<file path="src/rtl/descr_pkg.sv">
// Shared types and widths for the additive descrambler and its LFSR.
package descr_pkg;

  typedef enum logic [1:0] {HUNT, LOCKED} descr_state_t;

  localparam int unsigned LFSR_W    = 32;
  localparam int unsigned ERR_CNT_W = 16;
  localparam int unsigned MISS_W    = 4;

  // Keystream bit: parity of the tapped LFSR bits.
  function automatic logic ks_of(input logic [LFSR_W-1:0] state,
                                 input logic [LFSR_W-1:0] poly);
    ks_of = ^(state & poly);
  endfunction

endpackage

</file>
<file path="src/rtl/descr_lfsr.sv">
// Seedable Fibonacci-style LFSR producing one keystream bit per step.
// Shared between the transmit scrambler and the receive descrambler.
module descr_lfsr
  import descr_pkg::*;
#(
  parameter logic [LFSR_W-1:0] POLY = 32'h0000_0060,
  parameter logic [LFSR_W-1:0] INIT = 32'h0000_007F
) (
  input  logic clk,
  input  logic rst,
  input  logic load,
  input  logic step,
  output logic ks_c
);

  logic [LFSR_W-1:0] lfsr_q;

  assign ks_c = ks_of(lfsr_q, POLY);

  // Seed load wins over a step so every frame starts from the same state.
  always_ff @(posedge clk or posedge rst) begin
    if (rst) begin
      lfsr_q <= '0;
    end else if (load) begin
      lfsr_q <= INIT;
    end else if (step) begin
      lfsr_q <= {lfsr_q[LFSR_W-2:0], ks_c};
    end
  end

endmodule

</file>
<file path="src/rtl/additive_descrambler.sv">
// Frame-synchronising additive descrambler: sync correlator, bit counter, lock FSM, output register.
// Optional saturating sync-miss counter port enabled by defining DESCR_ERR_CNT_EN.
module additive_descrambler
  import descr_pkg::*;
#(
  parameter logic [LFSR_W-1:0] POLY        = 32'h0000_0060,
  parameter logic [LFSR_W-1:0] INIT        = 32'h0000_007F,
  parameter logic [31:0]       SYNC_WORD   = 32'h1ACF_FC1D,
  parameter int unsigned       SYNC_LEN    = 32,
  parameter int unsigned       FRAME_LEN   = 256,
  parameter int unsigned       LOSS_THRESH = 3
) (
  input  logic clk,
  input  logic rst,
  input  logic in,
  input  logic in_valid,
  input  logic resync,
  output logic out,
  output logic out_valid,
  output logic frame_start,
  output logic locked
`ifdef DESCR_ERR_CNT_EN
  ,
  output logic [ERR_CNT_W-1:0] sync_err_cnt
`endif
);

  localparam int unsigned CNT_W   = $clog2(FRAME_LEN);
  localparam int unsigned PAY_LEN = FRAME_LEN - SYNC_LEN;

  localparam logic [CNT_W-1:0]    PAY_END  = CNT_W'(PAY_LEN);
  localparam logic [CNT_W-1:0]    LAST_BIT = CNT_W'(FRAME_LEN - 1);
  localparam logic [MISS_W-1:0]   MISS_MAX = MISS_W'(LOSS_THRESH);
  localparam logic [SYNC_LEN-1:0] SYNC_PAT = SYNC_WORD[SYNC_LEN-1:0];

  descr_state_t        state_q, state_d;
  logic [SYNC_LEN-1:0] shreg_q, shreg_d;
  logic [CNT_W-1:0]    bitcnt_q, bitcnt_d;
  logic [MISS_W-1:0]   miss_q, miss_d, miss_inc_c;
  logic                out_d, out_valid_d, frame_start_d, locked_d;
  logic                match_c, ks_c, lfsr_load_c, lfsr_step_c;

  descr_lfsr #(
    .POLY (POLY),
    .INIT (INIT)
  ) u_lfsr (
    .clk  (clk),
    .rst  (rst),
    .load (lfsr_load_c),
    .step (lfsr_step_c),
    .ks_c (ks_c)
  );

  assign miss_inc_c = miss_q + MISS_W'(1);

  // Next-state, counters and output values; match includes the bit arriving this cycle.
  always_comb begin
    state_d       = state_q;
    bitcnt_d      = bitcnt_q;
    miss_d        = miss_q;
    out_d         = out;
    out_valid_d   = 1'b0;
    frame_start_d = 1'b0;
    lfsr_load_c   = 1'b0;
    lfsr_step_c   = 1'b0;
    shreg_d       = in_valid ? {shreg_q[SYNC_LEN-2:0], in} : shreg_q;
    match_c       = (shreg_d == SYNC_PAT);

    if (resync) begin
      state_d = HUNT;
      miss_d  = '0;
    end else if (in_valid) begin
      unique case (state_q)
        HUNT: begin
          if (match_c) begin
            state_d     = LOCKED;
            lfsr_load_c = 1'b1;
            bitcnt_d    = '0;
            miss_d      = '0;
          end
        end
        LOCKED: begin
          if (bitcnt_q < PAY_END) begin
            out_d         = in ^ ks_c;
            out_valid_d   = 1'b1;
            frame_start_d = (bitcnt_q == '0);
            lfsr_step_c   = 1'b1;
            bitcnt_d      = bitcnt_q + CNT_W'(1);
          end else if (bitcnt_q == LAST_BIT) begin
            // Flywheel: the next frame always restarts from the seed, hit or miss.
            lfsr_load_c = 1'b1;
            bitcnt_d    = '0;
            if (match_c) begin
              miss_d = '0;
            end else if (miss_inc_c >= MISS_MAX) begin
              state_d = HUNT;
              miss_d  = '0;
            end else begin
              miss_d = miss_inc_c;
            end
          end else begin
            bitcnt_d = bitcnt_q + CNT_W'(1);
          end
        end
        default: state_d = HUNT;
      endcase
    end

    locked_d = (state_d == LOCKED);
  end

  always_ff @(posedge clk or posedge rst) begin
    if (rst) begin
      state_q     <= HUNT;
      shreg_q     <= '0;
      bitcnt_q    <= '0;
      miss_q      <= '0;
      out         <= 1'b0;
      out_valid   <= 1'b0;
      frame_start <= 1'b0;
      locked      <= 1'b0;
    end else begin
      state_q     <= state_d;
      shreg_q     <= shreg_d;
      bitcnt_q    <= bitcnt_d;
      miss_q      <= miss_d;
      out         <= out_d;
      out_valid   <= out_valid_d;
      frame_start <= frame_start_d;
      locked      <= locked_d;
    end
  end

`ifdef DESCR_ERR_CNT_EN
  logic err_inc_c;

  assign err_inc_c = in_valid && !resync && (state_q == LOCKED) &&
                     (bitcnt_q == LAST_BIT) && !match_c;

  // Lifetime miss count; only rst clears it.
  always_ff @(posedge clk or posedge rst) begin
    if (rst) begin
      sync_err_cnt <= '0;
    end else if (err_inc_c && (sync_err_cnt != '1)) begin
      sync_err_cnt <= sync_err_cnt + ERR_CNT_W'(1);
    end
  end
`endif

endmodule

</file>
<file path="config.mk">
export PLATFORM = sky130hd
export DESIGN_NAME = additive_descrambler
export DESIGN_NICKNAME = d
export VERILOG_FILES = /design/src/rtl/descr_pkg.sv /design/src/rtl/descr_lfsr.sv /design/src/rtl/additive_descrambler.sv
export SDC_FILE = /design/constraint.sdc
export NUM_CORES = 1
export LEC_CHECK = 0
export BUFFER_PORTS_ARGS = -buffer_cell sky130_fd_sc_hd__buf_2
export CORE_MARGIN = 2
export CORE_UTILIZATION = 55
export DETAILED_ROUTE_END_ITERATION = 6
export GPL_ROUTABILITY_DRIVEN = 1
export GPL_TIMING_DRIVEN = 0
export PLACE_DENSITY = 0.77
export SYNTH_ARGS = -nofsm -noshare
export SYNTH_HDL_FRONTEND = slang
export SYNTH_HIERARCHICAL = 1
export SYNTH_SLANG_ARGS = --single-unit
</file>
<file path="constraint.sdc">
create_clock -name clk -period 5.62 [get_ports clk]
set_input_delay 1.124 -clock clk [delete_from_list [all_inputs] [get_ports clk]]
set_output_delay 1.124 -clock clk [all_outputs]
set_load 0.03 [all_outputs]
</file>
After elaboration in Yosys (flattened, before gate mapping) --
Cells that the tools add are included. W data, S select, Z words.
Word-level totals: register bits 57, input bits 5, output and inout port bits 4, word-level logic and storage cells 70
Cells by class: add/sub/neg operators 2, order comparisons 2, equal/unequal tests 8, muxes and demuxes 37, bitwise logic cells 2, reduce and logical (&&, ||, !) cells 10
Operators by type and width (number):
- $eq A32 B29 Y1 const B | 1
- $mux W32 | 1
- $reduce_xor A32 Y1 | 1
- $mux W4 | 7
- $mux W8 | 3
- $pmux W8 S2 | 1
- $mux W2 | 7
- $mux W7 | 2
- $mux W1 | 13
- $ne A3 B3 Y1 const B | 3
- $add A8 B1 Y8 const B | 1
- $eq A8 B8 Y1 const B | 1
- $logic_not A8 Y1 | 1
- $lt A8 B8 Y1 const B | 1
- $pmux W4 S2 | 1
- $reduce_and A4 Y1 | 2
- $reduce_bool A2 Y1 | 3
- $reduce_and A5 Y1 | 1
- $add A4 B1 Y4 const B | 1
- $eq A2 B1 Y1 const B | 2
- $ge A4 B2 Y1 const B | 1
- $pmux W2 S2 | 1
- $reduce_bool A3 Y1 | 1
- $logic_not A2 Y1 | 1
- other kinds (4) | 4

Longest topological paths before layout --
Gate-level depths: netlist of the first run.
depth after elaboration 10, gate-level depth with buffers 9, mapped depth without buffers 8

Hierarchy --
Netlist of the first run, hierarchy kept.
Modules (own cells, without submodules):
- additive_descrambler | instances 1, cells each 208, area each 2432.3 um2, sequential area each 1251.2 um2
- descr_lfsr | instances 1, cells each 26, area each 304.0 um2, sequential area each 175.2 um2

Worst setup path after synthesis of the first run --
OpenSTA, ideal clock, no wires.
path kind input-to-reg, start in in_valid, end reg u_lfsr.lfsr_q[0], setup time 0.066 ns, data arrival time 2.767 ns, data required time 5.554 ns, path slack 2.787 ns, cell stages on the path 9, cells stage by stage buf_6 -> nor4b_4 -> mux2i_1 -> or4_4 -> nor3_1 -> a21oi_1 -> nor3_2 -> or3_1 -> o31a_1
On the way: longest elaborated chain between the ends 7
Ends and longest elaborated chain:
- start: declaration | line additive_descrambler.sv:16 | input logic in_valid,
- $mux W32 | line additive_descrambler.sv:66 | shreg_d = in_valid ? {shreg_q[SYNC_LEN-2:0], in} : shreg_q;
- $eq A32 B29 Y1 | line additive_descrambler.sv:67 | match_c = (shreg_d == SYNC_PAT);
- $mux W1 | line additive_descrambler.sv:75 | if (match_c) begin
- $pmux W1 S2 | line additive_descrambler.sv:73 | unique case (state_q)
- $mux W1 (*) | line additive_descrambler.sv:72 | end else if (in_valid) begin
- $mux W1 (*) | line additive_descrambler.sv:69 | if (resync) begin
- via lfsr_load_c | line additive_descrambler.sv:41 | logic match_c, ks_c, lfsr_load_c, lfsr_step_c;
- $mux W7 / $reduce_bool A2 Y1 (equally long branches)
- end signal: assignment | line descr_lfsr.sv:27 | lfsr_q <= {lfsr_q[LFSR_W-2:0], ks_c};
- end: declaration | line descr_lfsr.sv:16 | logic [LFSR_W-1:0] lfsr_q;
Mark *: on every way through the listed nets, which the timed path passes. The rest lies on a longest branch. A chain may end at the register's enable or synchronous reset.

Worst setup path in the final report of the first run --
Same ends and word-level chain as after synthesis.

==> impl_metrics.yaml, run 1 <==
die:
  die_area_sq_um: 5560
  top_level_ports: 9
  rows: 25
  die_h_microns: 74.5
  start_util_pct: 57.6
  core_area_sq_um: 4750
  die_w_microns: 74.5
clock_network:
  cts.path.max_buffers: 2
  cts_root_buf: "clkbuf_8"
  cts_tree: "built"
  cts_sinks: 57
  clk_pin_slew_ns: 0.06
  clk_latency_ns: 0.33
  cts_htree_levels: 3
  cts_setup_buffers: 0
  cts_hold_buf: 0
  cts_buffers: 9
  cts_resized: 0
synth:
  syn_inst: 234
  synth_edf_count: 0
  synth_top_flop_cell: "dfrtp_1"
  synth.area.top_cells: "dfrtp_1, mux2_2, mux2i_1"
  syn_avg_cell_area_sq_um: 11.7
  ys_seq_elements: 57
  ys_warn_count: 6
  synth_cell_types: 48
  yosys.area.top_type: "dfrtp_1"
  synthesis.nets: 243
  synthArstFlopShare_pct: 100
  synth-seq-area-share_pct: 52.1
  synth_area_sq_um: 2740
  netlist.area_leader.share_pct: 52.1
grt:
  overflow: 0
  grt_max_degree: 29
  grt_pass1_wl_mm: 7.90
  antenna_found_initial: 0
  gr-usage-all-layers_pct: 19.5
  grt_pass1_vias: 1735
sta:
  setup_viol: 0
  drv_slew: 0
  fmax_mhz: 360
  max_slew_margin_pct: 57.7
  rsz0062_at_grt: "no"
  period_minus_slack_ns: 2.78
  fin_skew_ns: 0.00771
  hold_viol: 0
  finalCritPeriodShare_pct: 49.5
  tns_ns: 0
  fin_ws_ns: 2.84
  worst_slew_pin_slew_ns: 0.629
run:
  maxCapViolations: 0
placement:
  pre_cts_ws_ns: 2.50
  dp_hpwl_mm: 3.34
  port_buffers: 8
  routabilityCongestion: 0.852
drt:
  wl_mm: 4.74
  drcViolationCount: 0
  drt-wirelength-per-cell_microns: 14.5
  drt_iter0_markers: 198
  via_count: 1844
  first_pass_iters: 4
  routed_via_density: 5.66
  antenna_left: 0
setup_path:
  cp_data_arrival_time_ns: 3.05
  cp_max_fo: 10
  crit_required_ns: 5.89
  crit_path_end_kind: "register"
  start_kind: "input port"
  crit_type: "in2reg"
layout:
  seqCellArea_sq_um: 1430
  antenna-diode-count: 0
  final_util_pct: 64.0
  fillerInstances: 384
  layout_commonest_cell: "dfrtp_1"
  layout-drive-gt1-share_pct: 27.0
  multi_input_area_sq_um: 1220
  nets: 263
  area_growth_pct: 11.2
  final_cell_mix: "dfrtp_1, mux2_2, nand2_1, nor2_1, inv_1"
min_path:
  hold_class: "reg2reg"
pwr:
  vdd_drop_max_uv: 204
  total_leakage_power_nw: 1.42
  total_power_mw: 1.08
  power_density_nw_per_um2: 354
run_status:
  status: "finished, final reports clean"
registers in the layout, indices dropped and copies added, names as in the netlist:
signal,cells
out_valid,1
locked,1
u_lfsr/lfsr_q,7
bitcnt_q,8
state_q,2
shreg_q,32
miss_q,4
out,1
frame_start,1
worst paths after layout:
| check | depth (start not counted) | slack, ns | start | end |
|---|---|---|---|---|
| setup / recovery | 10 | 2.84 | in_valid | u_lfsr/lfsr_q[0] |
| hold / removal | 2 | 0.50 | u_lfsr/lfsr_q[3] | u_lfsr/lfsr_q[3] |
| setup reg to reg | 8 | 3.34 | state_q[0] | u_lfsr/lfsr_q[0] |
| hold reg to reg | 2 | 0.50 | u_lfsr/lfsr_q[3] | u_lfsr/lfsr_q[3] |
| max in group asynchronous | 3 | 4.29 | rst | shreg_q[22] |
| min in group asynchronous | 2 | 0.73 | rst | u_lfsr/lfsr_q[0] |
logic make-up after synthesis:
logic type / after synthesis / synth area share (%)
adders and majority gates: 4 / 1.83
AOI/OAI and AO/OA: 33 / 7.91
and+or+nand+nor: 80 / 18.9
muxes: 37 / 14.9
xor gates and xnor gates: 3 / 0.960
buffers and inverters: 20 / 3.38
DFF: 57 / 52.1
synthesized netlist by cell type, types with 2 or more instances:
| master | instances |
|---|---|
| and4bb_2 | 3 |
| mux2_2 | 30 |
| and4b_1 | 5 |
| xor2_1 | 2 |
| nor4bb_1 | 2 |
| or3_1 | 3 |
| buf_6 | 2 |
| nor3_1 | 7 |
| buf_2 | 2 |
| nand3_1 | 4 |
| inv_1 | 12 |
| dfrtp_1 | 57 |
| o21ai_0 | 7 |
| nand2_1 | 17 |
| mux2i_1 | 7 |
| o31a_1 | 2 |
| nand2b_1 | 3 |
| buf_1 | 3 |
| a21oi_1 | 8 |
| ha_1 | 4 |
| nand4_1 | 3 |
| a31oi_1 | 7 |
| nor2_1 | 13 |
| and2_1 | 3 |
| nor4_1 | 4 |
| and3_1 | 2 |
where the power goes:
part	internal, mW	switching, mW
clock network	0.156	0.158
logic	0.106	0.0608
registers	0.506	0.0912
area by class of cell:
cell class / instances / share of cell area (%)
Buffer: 8 / 1.56
Tap cell: 67 / 2.75
Timing Repair Buffer: 9 / 1.97
Clock inverter: 6 / 1.15
Clock buffer: 10 / 4.19
Multi-Input combinational cell: 157 / 40.0
Inverter: 12 / 1.48
Sequential cell: 57 / 46.9
worst max-delay path, cell delays in order:
cell and delay, ns:
buf_2 0.11, buf_6 0.13, nor4b_4 0.25, mux2i_1 0.14
or4_4 0.60, nor3_1 0.16, a21oi_1 0.07, nor3_2 0.21
or3_1 0.15, o31a_1 0.11
stage by stage:
step	cell area [sq um]	instances	hold WS [ns]
2_1_floorplan	2740	234	0.461
3_3_place_gp	2860	309	0.481
3_5_place_dp	2880	310	0.490
4_1_cts	3040	326	0.505
5_1_grt	3040	326	0.525
6_report	3040	326	0.498
layer usage:
layer | global-route usage (%) | share of wire [%] | vias up | routed length [microns]
li1 | - | - | 904 | -
met1 | 26.1 | 50 | 895 | 2350
met2 | 28.2 | 44 | 33 | 2090
met3 | 5.01 | 3.6 | 12 | 172
met4 | 12.3 | 2.5 | 0 | 119
met5 | 0 | 0 | - | 0
Power figures use the tool's default switching activity.
==> run 2, diff against run 1 <==
PLACE_DENSITY = 0.8   (was 0.77)
clock period = 2.55 ns   (was 5.62 ns; I/O delays follow)
==> run 2 against run 1 <==
Compared with the run above: combinational power rose by 120%; worst hold slack worse by 0.39 ns; design area rose by 0.86%; utilization grew 0.55 points; total power is 130% higher; wire length is 1.5% higher; sequential share of layout area decreased by 0.40 points; clock skew is 0.00072 ns lower; largest power group unchanged; setup slack got worse by 2.5 ns; clock power rose to 2.6 times the previous value.
==> impl_metrics.yaml, run 2 (same netlist as run 1, synthesis figures left out) <==
drt:
  via_count: 1872
  first_pass_iters: 4
  met3_length_microns: 221
  drt_iter0_markers: 198
  drt-wirelength-per-cell_microns: 14.7
  wl_met1_mm: 2.32
  antenna_left: 0
  dr_wl_met2_mm: 2.15
  top_layer_used: "met4"
  drcViolationCount: 0
  wl_mm: 4.81
  routed_via_density: 5.74
clock_network:
  cts_buffers: 9
  cts_tree: "built"
  cts_root_buf: "clkbuf_8"
  cts.path.max_buffers: 2
  clk_pin_slew_ns: 0.06
  cts_sinks: 57
  cts_resized: 0
  cts_htree_levels: 3
  cts_setup_buffers: 0
  clk_latency_ns: 0.33
  cts_hold_buf: 0
layout:
  fillerInstances: 389
  final_cell_mix: "dfrtp_1, mux2_2, nand2_1, nor2_1, inv_1"
  layout_commonest_cell: "dfrtp_1"
  largest_register_ffs: 32
  largestRegisters: "shreg_q: 32 flops, bitcnt_q: 8 flops, u_lfsr/lfsr_q: 7 flops"
  area_growth_pct: 12.2
  antenna-diode-count: 0
  final_cell_area_sq_um: 3070
  layout-drive-gt1-share_pct: 26.3
  nets: 263
  seqCellArea_sq_um: 1430
  regMostFlops: "shreg_q"
  multi_input_area_sq_um: 1220
sta:
  rsz0062_at_grt: "no"
  fmax_mhz: 447
  setup_viol: 0
  tns_ns: 0
  drv_slew: 0
  hold_viol: 0
  worst_slew_pin_slew_ns: 0.592
  fin_skew_ns: 0.00699
  finalCritPeriodShare_pct: 87.7
  max_slew_margin_pct: 60.2
  period_minus_slack_ns: 2.24
pwr:
  vdd_drop_max_uv: 560
  power_density_nw_per_um2: 814
  total_leakage_power_nw: 1.44
  total_power_mw: 2.50
placement:
  dp_hpwl_mm: 3.37
  dpl_cell_area_sq_um: 2880
  routabilityCongestion: 0.871
  port_buffers: 8
grt:
  grt_pass1_vias: 1770
  antenna_found_initial: 0
  grt_pass1_wl_mm: 8.16
  gr-usage-all-layers_pct: 19.8
  overflow: 0
  grt_max_degree: 38
die:
  top_level_ports: 9
  rows: 25
  core_area_sq_um: 4750
  die_w_microns: 74.5
  start_util_pct: 57.6
  die_h_microns: 74.5
  die_area_sq_um: 5560
setup_path:
  crit_path_end_kind: "register"
  cp_data_arrival_time_ns: 2.51
  crit_required_ns: 2.82
  start_kind: "register"
  crit_type: "reg2reg"
  cp_max_fo: 3
run:
  maxCapViolations: 0
min_path:
  hold_class: "in2async"
run_status:
  status: "finished, final reports clean"
## run 2: through the flow
step / hold slack (ns) / setup slack, ns / std cells / utilization, %
after CTS: 0.102 / 0.317 / 326 / 64.6
after floorplan: 0.313 / 0.331 / 234 / -
after global routing: 0.123 / 0.161 / 326 / 64.6
final: 0.111 / 0.313 / 326 / 64.6
after detailed placement: 0.461 / 0.0141 / 310 / 60.6
after global placement: 0.452 / 0.0467 / 309 / 60.2
## run 2: power by group
group | internal (mW) | switching, mW | leakage [nW]
combinational | 0.234 | 0.135 | 0.612
sequential | 1.12 | 0.204 | 0.729
clock | 0.476 | 0.334 | 0.0974
total | 1.83 | 0.672 | 1.44
## run 2: final timing paths
check                              endpoint  slack [ns]  cells past startpoint              from
max                        u_lfsr/lfsr_q[0]        0.31                      8       shreg_q[20]
min                        u_lfsr/lfsr_q[3]        0.11                      2               rst
max reg2reg                u_lfsr/lfsr_q[0]        0.31                      8       shreg_q[20]
min reg2reg                u_lfsr/lfsr_q[1]        0.50                      2  u_lfsr/lfsr_q[0]
max in group asynchronous        shreg_q[1]        1.92                      3               rst
min in group clk                 shreg_q[0]        0.47                      2                in
## run 2: metal layers
metal | track usage (%) | vias up
met5 | 0 | -
met3 | 5.56 | 13
met4 | 10.5 | 0
li1 | - | 898
met1 | 26.9 | 909
met2 | 28.8 | 52
## run 2: cell type report
class | count | share of cell area, %
plain buffers | 8 | 1.55
clock buffers | 13 | 4.85
clock inverters | 3 | 1.30
inverters | 12 | 1.47
multi-input cells | 157 | 39.7
flip-flops and latches | 57 | 46.5
well taps | 67 | 2.73
repair buffers | 9 | 1.96
## run 2: critical path, cell delays in order (launching register included)
cell and delay [ns]:
dfrtp_1 0.41, or3b_1 0.41, nand4bb_1 0.18, or4_4 0.47, nor3_1 0.17, a21oi_1 0.07, nor3_2 0.20, or3_1 0.14
o31a_1 0.12
